$ cat config.mk
export PLATFORM = sky130hd
export DESIGN_NAME = neureka_tcdm_split_reassembly
export DESIGN_NICKNAME = d
export VERILOG_FILES = /design/src/rtl/neureka_tcdm_split_reassembly_pkg.sv /design/src/rtl/neureka_tcdm_split_reassembly_lane_fifo.sv /design/src/rtl/neureka_tcdm_split_reassembly.sv
export SDC_FILE = /design/constraint.sdc
export NUM_CORES = 1
export LEC_CHECK = 0
export ABC_CLOCK_PERIOD_IN_PS = 3670
export CAP_MARGIN = 0
export CORE_AREA = 4 4 277 279
export CTS_BUF_LIST = sky130_fd_sc_hd__clkbuf_4 sky130_fd_sc_hd__clkbuf_8
export CTS_CLUSTER_DIAMETER = 60
export DETAILED_ROUTE_END_ITERATION = 8
export DIE_AREA = 0 0 281 283
export HOLD_SLACK_MARGIN = 0.02
export MAX_ROUTING_LAYER = met4
export PLACE_DENSITY = 0.45
export SLEW_MARGIN = 20
export SYNTH_ARGS = -nofsm -noshare
export SYNTH_HDL_FRONTEND = slang
export SYNTH_HIERARCHICAL = 1
export SYNTH_SLANG_ARGS = --single-unit
$ cat constraint.sdc
create_clock -name clk_i -period 3.67 [get_ports clk_i]
set_input_delay 0.734 -clock clk_i [delete_from_list [all_inputs] [get_ports clk_i]]
set_output_delay 0.734 -clock clk_i [all_outputs]
set_load 0.05 [all_outputs]
$ cat src/rtl/neureka_tcdm_split_reassembly_pkg.sv
// Shared constants and types for the wide-to-narrow TCDM splitter.
package neureka_tcdm_split_reassembly_pkg;

    localparam int unsigned NEUREKA_MEM_BANDWIDTH_EXT = 128;
    localparam int unsigned NEUREKA_SPLIT_DEPTH       = 2;
    localparam int unsigned NEUREKA_SPLIT_STRIDE      = 4;
    localparam int unsigned NEUREKA_SPLIT_MP          = NEUREKA_MEM_BANDWIDTH_EXT / 32;

    typedef logic [NEUREKA_SPLIT_MP-1:0] neureka_lane_mask_t;

endpackage

$ cat src/rtl/neureka_tcdm_split_reassembly_lane_fifo.sv
// Small registered FIFO (no fall-through) used for per-lane response data and skip masks.
module neureka_tcdm_lane_fifo #(
    parameter int unsigned WIDTH = 32,
    parameter int unsigned DEPTH = 2
) (
    input  logic             clk,
    input  logic             rst_n,
    input  logic             clear,
    input  logic             push,
    input  logic [WIDTH-1:0] wdata,
    input  logic             pop,
    output logic [WIDTH-1:0] rdata,
    output logic             empty,
    output logic             full
);

    localparam int unsigned PW = (DEPTH > 1) ? $clog2(DEPTH) : 1;
    localparam int unsigned CW = $clog2(DEPTH + 1);

    logic [WIDTH-1:0] mem [DEPTH];
    logic [PW-1:0]    wptr;
    logic [PW-1:0]    rptr;
    logic [CW-1:0]    count;
    logic             do_push;
    logic             do_pop;

    function automatic logic [PW-1:0] next_ptr(input logic [PW-1:0] p);
        return (p == PW'(DEPTH - 1)) ? '0 : p + PW'(1);
    endfunction

    // A pop frees the slot a same-cycle push needs when full.
    always_comb begin
        do_pop  = pop & (count != '0);
        do_push = push & ((count != CW'(DEPTH)) | do_pop);
    end

    always_ff @(posedge clk or negedge rst_n) begin
        if (!rst_n) begin
            wptr  <= '0;
            rptr  <= '0;
            count <= '0;
            for (int i = 0; i < int'(DEPTH); i++) mem[i] <= '0;
        end else if (clear) begin
            wptr  <= '0;
            rptr  <= '0;
            count <= '0;
            for (int i = 0; i < int'(DEPTH); i++) mem[i] <= '0;
        end else begin
            if (do_push) begin
                mem[wptr] <= wdata;
                wptr      <= next_ptr(wptr);
            end
            if (do_pop) rptr <= next_ptr(rptr);
            count <= count + CW'(do_push) - CW'(do_pop);
        end
    end

    assign rdata = mem[rptr];
    assign empty = (count == '0);
    assign full  = (count == CW'(DEPTH));

endmodule

$ cat src/rtl/neureka_tcdm_split_reassembly.sv
// Splits a wide TCDM request into 32-bit narrow ports and reassembles in-order wide responses.
module neureka_tcdm_split_reassembly
    import neureka_tcdm_split_reassembly_pkg::*;
#(
    parameter int unsigned BW         = NEUREKA_MEM_BANDWIDTH_EXT,
    parameter int unsigned DEPTH      = NEUREKA_SPLIT_DEPTH,
    parameter int unsigned STRIDE     = NEUREKA_SPLIT_STRIDE,
    parameter bit          SKIP_EMPTY = 1'b1,
    localparam int unsigned MP        = BW / 32
) (
    input  logic                 clk_i,
    input  logic                 rst_ni,
    input  logic                 clear_i,
    input  logic                 wide_req_i,
    output logic                 wide_gnt_o,
    input  logic [31:0]          wide_add_i,
    input  logic                 wide_wen_i,
    input  logic [BW/8-1:0]      wide_be_i,
    input  logic [BW-1:0]        wide_data_i,
    output logic [BW-1:0]        wide_r_data_o,
    output logic                 wide_r_valid_o,
    output logic [MP-1:0]        tcdm_req_o,
    input  logic [MP-1:0]        tcdm_gnt_i,
    output logic [MP-1:0][31:0]  tcdm_add_o,
    output logic [MP-1:0]        tcdm_wen_o,
    output logic [MP-1:0][3:0]   tcdm_be_o,
    output logic [MP-1:0][31:0]  tcdm_data_o,
    input  logic [MP-1:0][31:0]  tcdm_r_data_i,
    input  logic [MP-1:0]        tcdm_r_valid_i
);

    localparam int unsigned CW = $clog2(DEPTH + 1);

    logic [MP-1:0]       skip;
    logic [MP-1:0]       done_q;
    logic [MP-1:0]       lane_ok;
    logic [MP-1:0]       head_skip;
    logic [MP-1:0]       lane_empty;
    logic [MP-1:0]       lane_full;
    logic [MP-1:0]       lane_pop;
    logic [MP-1:0][31:0] lane_rdata;
    logic [CW-1:0]       txn_cnt;
    logic                not_full;
    logic                txn_empty;
    logic                txn_full;

    // Lane fan-out of the wide request fields.
    always_comb begin
        for (int ii = 0; ii < int'(MP); ii++) begin
            tcdm_add_o[ii]  = wide_add_i + 32'(ii) * 32'(STRIDE);
            tcdm_wen_o[ii]  = wide_wen_i;
            tcdm_be_o[ii]   = wide_be_i[4*ii +: 4];
            tcdm_data_o[ii] = wide_data_i[32*ii +: 32];
            skip[ii]        = SKIP_EMPTY && (wide_be_i[4*ii +: 4] == 4'h0);
        end
    end

    // clear_i masks every handshake so nothing is half-accepted in the flush cycle.
    assign not_full       = (txn_cnt < CW'(DEPTH));
    assign tcdm_req_o     = {MP{wide_req_i & not_full & ~clear_i}} & ~done_q & ~skip;
    assign lane_ok        = done_q | skip | tcdm_gnt_i;
    assign wide_gnt_o     = wide_req_i & not_full & ~clear_i & (&lane_ok);
    assign wide_r_valid_o = ~clear_i & ~txn_empty & (&(head_skip | ~lane_empty));
    assign lane_pop       = {MP{wide_r_valid_o}} & ~head_skip;

    always_comb begin
        for (int ii = 0; ii < int'(MP); ii++) begin
            wide_r_data_o[32*ii +: 32] = lane_pop[ii] ? lane_rdata[ii] : 32'h0;
        end
    end

    always_ff @(posedge clk_i or negedge rst_ni) begin
        if (!rst_ni) begin
            done_q <= '0;
        end else if (clear_i || wide_gnt_o) begin
            done_q <= '0;
        end else begin
            done_q <= done_q | (tcdm_req_o & tcdm_gnt_i);
        end
    end

    always_ff @(posedge clk_i or negedge rst_ni) begin
        if (!rst_ni) begin
            txn_cnt <= '0;
        end else if (clear_i) begin
            txn_cnt <= '0;
        end else if (wide_gnt_o && !wide_r_valid_o) begin
            txn_cnt <= txn_cnt + CW'(1);
        end else if (!wide_gnt_o && wide_r_valid_o) begin
            txn_cnt <= txn_cnt - CW'(1);
        end
    end

    neureka_tcdm_lane_fifo #(
        .WIDTH (MP),
        .DEPTH (DEPTH)
    ) i_txn_fifo (
        .clk   (clk_i),
        .rst_n (rst_ni),
        .clear (clear_i),
        .push  (wide_gnt_o),
        .wdata (skip),
        .pop   (wide_r_valid_o),
        .rdata (head_skip),
        .empty (txn_empty),
        .full  (txn_full)
    );

    for (genvar ii = 0; ii < int'(MP); ii++) begin : gen_lane
        neureka_tcdm_lane_fifo #(
            .WIDTH (32),
            .DEPTH (DEPTH)
        ) i_lane_fifo (
            .clk   (clk_i),
            .rst_n (rst_ni),
            .clear (clear_i),
            .push  (tcdm_r_valid_i[ii]),
            .wdata (tcdm_r_data_i[ii]),
            .pop   (lane_pop[ii]),
            .rdata (lane_rdata[ii]),
            .empty (lane_empty[ii]),
            .full  (lane_full[ii])
        );

        a_lane_overflow: assert property (@(posedge clk_i) disable iff (!rst_ni || clear_i)
            tcdm_r_valid_i[ii] |-> (!lane_full[ii] || lane_pop[ii]));
    end

    a_txn_cnt_match: assert property (@(posedge clk_i) disable iff (!rst_ni)
        txn_full == (txn_cnt == CW'(DEPTH)));

    a_req_stable: assert property (@(posedge clk_i) disable iff (!rst_ni || clear_i)
        (wide_req_i && !wide_gnt_o) |=> (!wide_req_i || ($stable(wide_add_i) && $stable(wide_be_i)
            && $stable(wide_wen_i) && $stable(wide_data_i))));

endmodule

==> impl_results.md <==
* Status: finished, final reports clean
* Reg-to-Reg Start: i_txn_fifo/rptr$_DFFE_PN0P_
* Longest Clk Path Bufs at 3
* Area Growth Syn to Fin at 48.92%
* WL/cell at 21.72 um
* Overflow after GRT at 0
* Gp weighted congestion at 0.8515
* DRC Markers at 0
* Syn Area/Cell at 11.15 um2
* Antenna viol nets, final at 0
* Clock power share at 41.9%
* PwrDens at 362.2 nW/um2
* Seq pwr share at 38.6%
* Maximum VDD drop at 0.2029 mV
* Via Count at 12890
* Die ar. at 79520 um2
* Final Cycle Share at 96.80%
* Post-DR vias/cell at 4.510
* Commonest non-fill, non-tap cell in the layout: dfrtp_1
* Tot GR Track Use at 15.31%
* Total leakage power at 11.04 nW
* CP Capture Type: output pin
* Arr. time, crit path at 2.82 ns
* CTS sink count at 290
* GR peak layer: met2
* Post-detail-place hpwl at 44.37 mm
* Final Cell Area at 25130 um2
* Dpl cell area at 23680 um2
* Number of antenna violations at the first check in global routing at 15
* Clock latency on the worst-skew pair at 0.66 ns
* Cell count after synthesis at 1513
* Clk root buf: clkbuf_8
* Worst-path fanout max at 5
* Worst Path Required at 2.94 ns
* Standard-cell rows at 100
* Clock-pin slew on the worst setup and hold paths at 0.06 ns
* Worst r2r dst: gen_lane[0].i_lane_fifo/mem[3]$_DFFE_PN0P_
* Initial core utilization at 22.74%
* Syn Nets at 1840
* Drt total wl at 62.09 mm
* Total power at 9.101 mW
* Inserted Clock Buffers at 58
* Cells on worst reg2reg path at 9
* RSZ-0062 raised after global routing: false
* HP Class: in2async
* Vias in the first global route at 13680
* Synthesized area at 16870 um2
* Initial drt markers at 661
* Ys Warns at 6
* Max-cap violation count at 0
* Setup crit start kind: primary input
* Fin. max-slew vios at 0
* Sw Ratio at 28.70%
* Max Freq at 0.2815 GHz
* CP Class: in2out
* Final Net Count at 2156
* Tightest Pin Transition at 0.8258 ns
* Post-Route Setup TNS at 0 ns
* Input/output buffers at 455
* Die Y at 283 um
* Hold Fails Final Rpt at 0
* H-Tree Depth at 2
* Ports at 727
* Largest net degree at the start of global routing at 93
* Core region area at 74200 um2
* M3 GR Usage at 5.047%
* Pre-Repair DR Iteration Count at 5
* TritonCTS clock tree: done
* DIE WIDTH at 281 um
* Min Tclk post-route at 3.552 ns
* Most frequent cells in the layout: dfrtp_1 (289), clkdlybuf4s50_1 (233), buf_12 (227), a22o_1 (160), mux2_2 (134)
* Sw Pwr at 2.612 mW
* Reg2Reg Setup Slack at 0.86 ns
* Worst slew margin at 44.95%
* Met1 Resource Use GR at 19.07%
* Pint at 6.489 mW
* Grt met2 use at 22.82%
* Logic pwr share at 19.5%
* # setup viols final at 0
* First-pass GRT wire length at 91.43 mm
* Layout cells sized above 1 at 38.65%
* Setup Skew at 0.06022 ns
## per-stage QoR
stage	worst slack, ns	utilization (%)	hold slack, ns	cells
floorplan	0.06919	-	0.4384	1513
global placement	0.1075	31.92	0.4782	2737
detailed placement	0.06501	31.92	0.4774	2737
CTS	0.007619	33.72	0.08009	2844
global route	0.001268	33.86	0.1307	2859
finish	0.1175	33.86	0.1241	2859
## routing by layer
metal	vias to the layer above	wire length, um
met2	449	28720
met1	6493	26650
li1	5806	-
met4	0	2342
met5	-	0
met3	145	4374
## registers in the layout, indices dropped and copies added, names as in the netlist
register,flops
gen_lane.i_lane_fifo/mem,256
gen_lane.i_lane_fifo/count,8
i_txn_fifo/mem,8
done_q,4
gen_lane.i_lane_fifo/rptr,4
gen_lane.i_lane_fifo/wptr,4
i_txn_fifo/count,2
txn_cnt,2
i_txn_fifo/rptr,1
i_txn_fifo/wptr,1
## area by class of cell
type	instances	area, um2
Antenna cell	14	35.03
Multi-Input combinational cell	912	7634
Fill cell	7331	49070
Inverter	14	52.55
Clock buffer	91	1109
Sequential cell	290	7258
Timing Repair Buffer	553	7597
Clock inverter	16	227.7
Tap cell	969	1212
## what timing repair did
item                                    CTS  global route
endpoints found under the setup margin   51            49
pin swaps                                 0             1
buffers inserted                          0             0
gates cloned                              0             1
hold buffers                              0             0
resized for setup                         1            10
## worst max path at each step
stage	from	to	slack, ns	cells past startpoint
floorplan	wide_add_i[2]	tcdm_add_o[120]	0.07	7
global placement	wide_add_i[3]	tcdm_add_o[125]	0.11	10
detailed placement	wide_add_i[3]	tcdm_add_o[125]	0.07	10
CTS	i_txn_fifo/rptr$_DFFE_PN0P_	wide_r_data_o[94]	0.008	8
global route	i_txn_fifo/rptr$_DFFE_PN0P_	wide_r_data_o[63]	0.001	8
finish	wide_add_i[3]	tcdm_add_o[120]	0.12	8
## power groups by stage
stage               Combinational (mW)  Clock [mW]  Sequential [mW]
global route                      1.88        4.13             3.53
floorplan                         1.37           0             3.53
CTS                               1.80        4.00             3.51
finish                            1.77        3.81             3.51
global placement                  1.78           0             3.55
detailed placement                1.79           0             3.56
## critical path, cell delays in order
cell and delay [ns]:
clkdlybuf4s50_1 0.57, inv_1 0.12, ha_1 0.25, nor2b_1 0.21, nand3_1 0.25, nand2b_1 0.24
xnor2_1 0.27, buf_12 0.18
No activity file was read; power rests on OpenSTA's default activity.
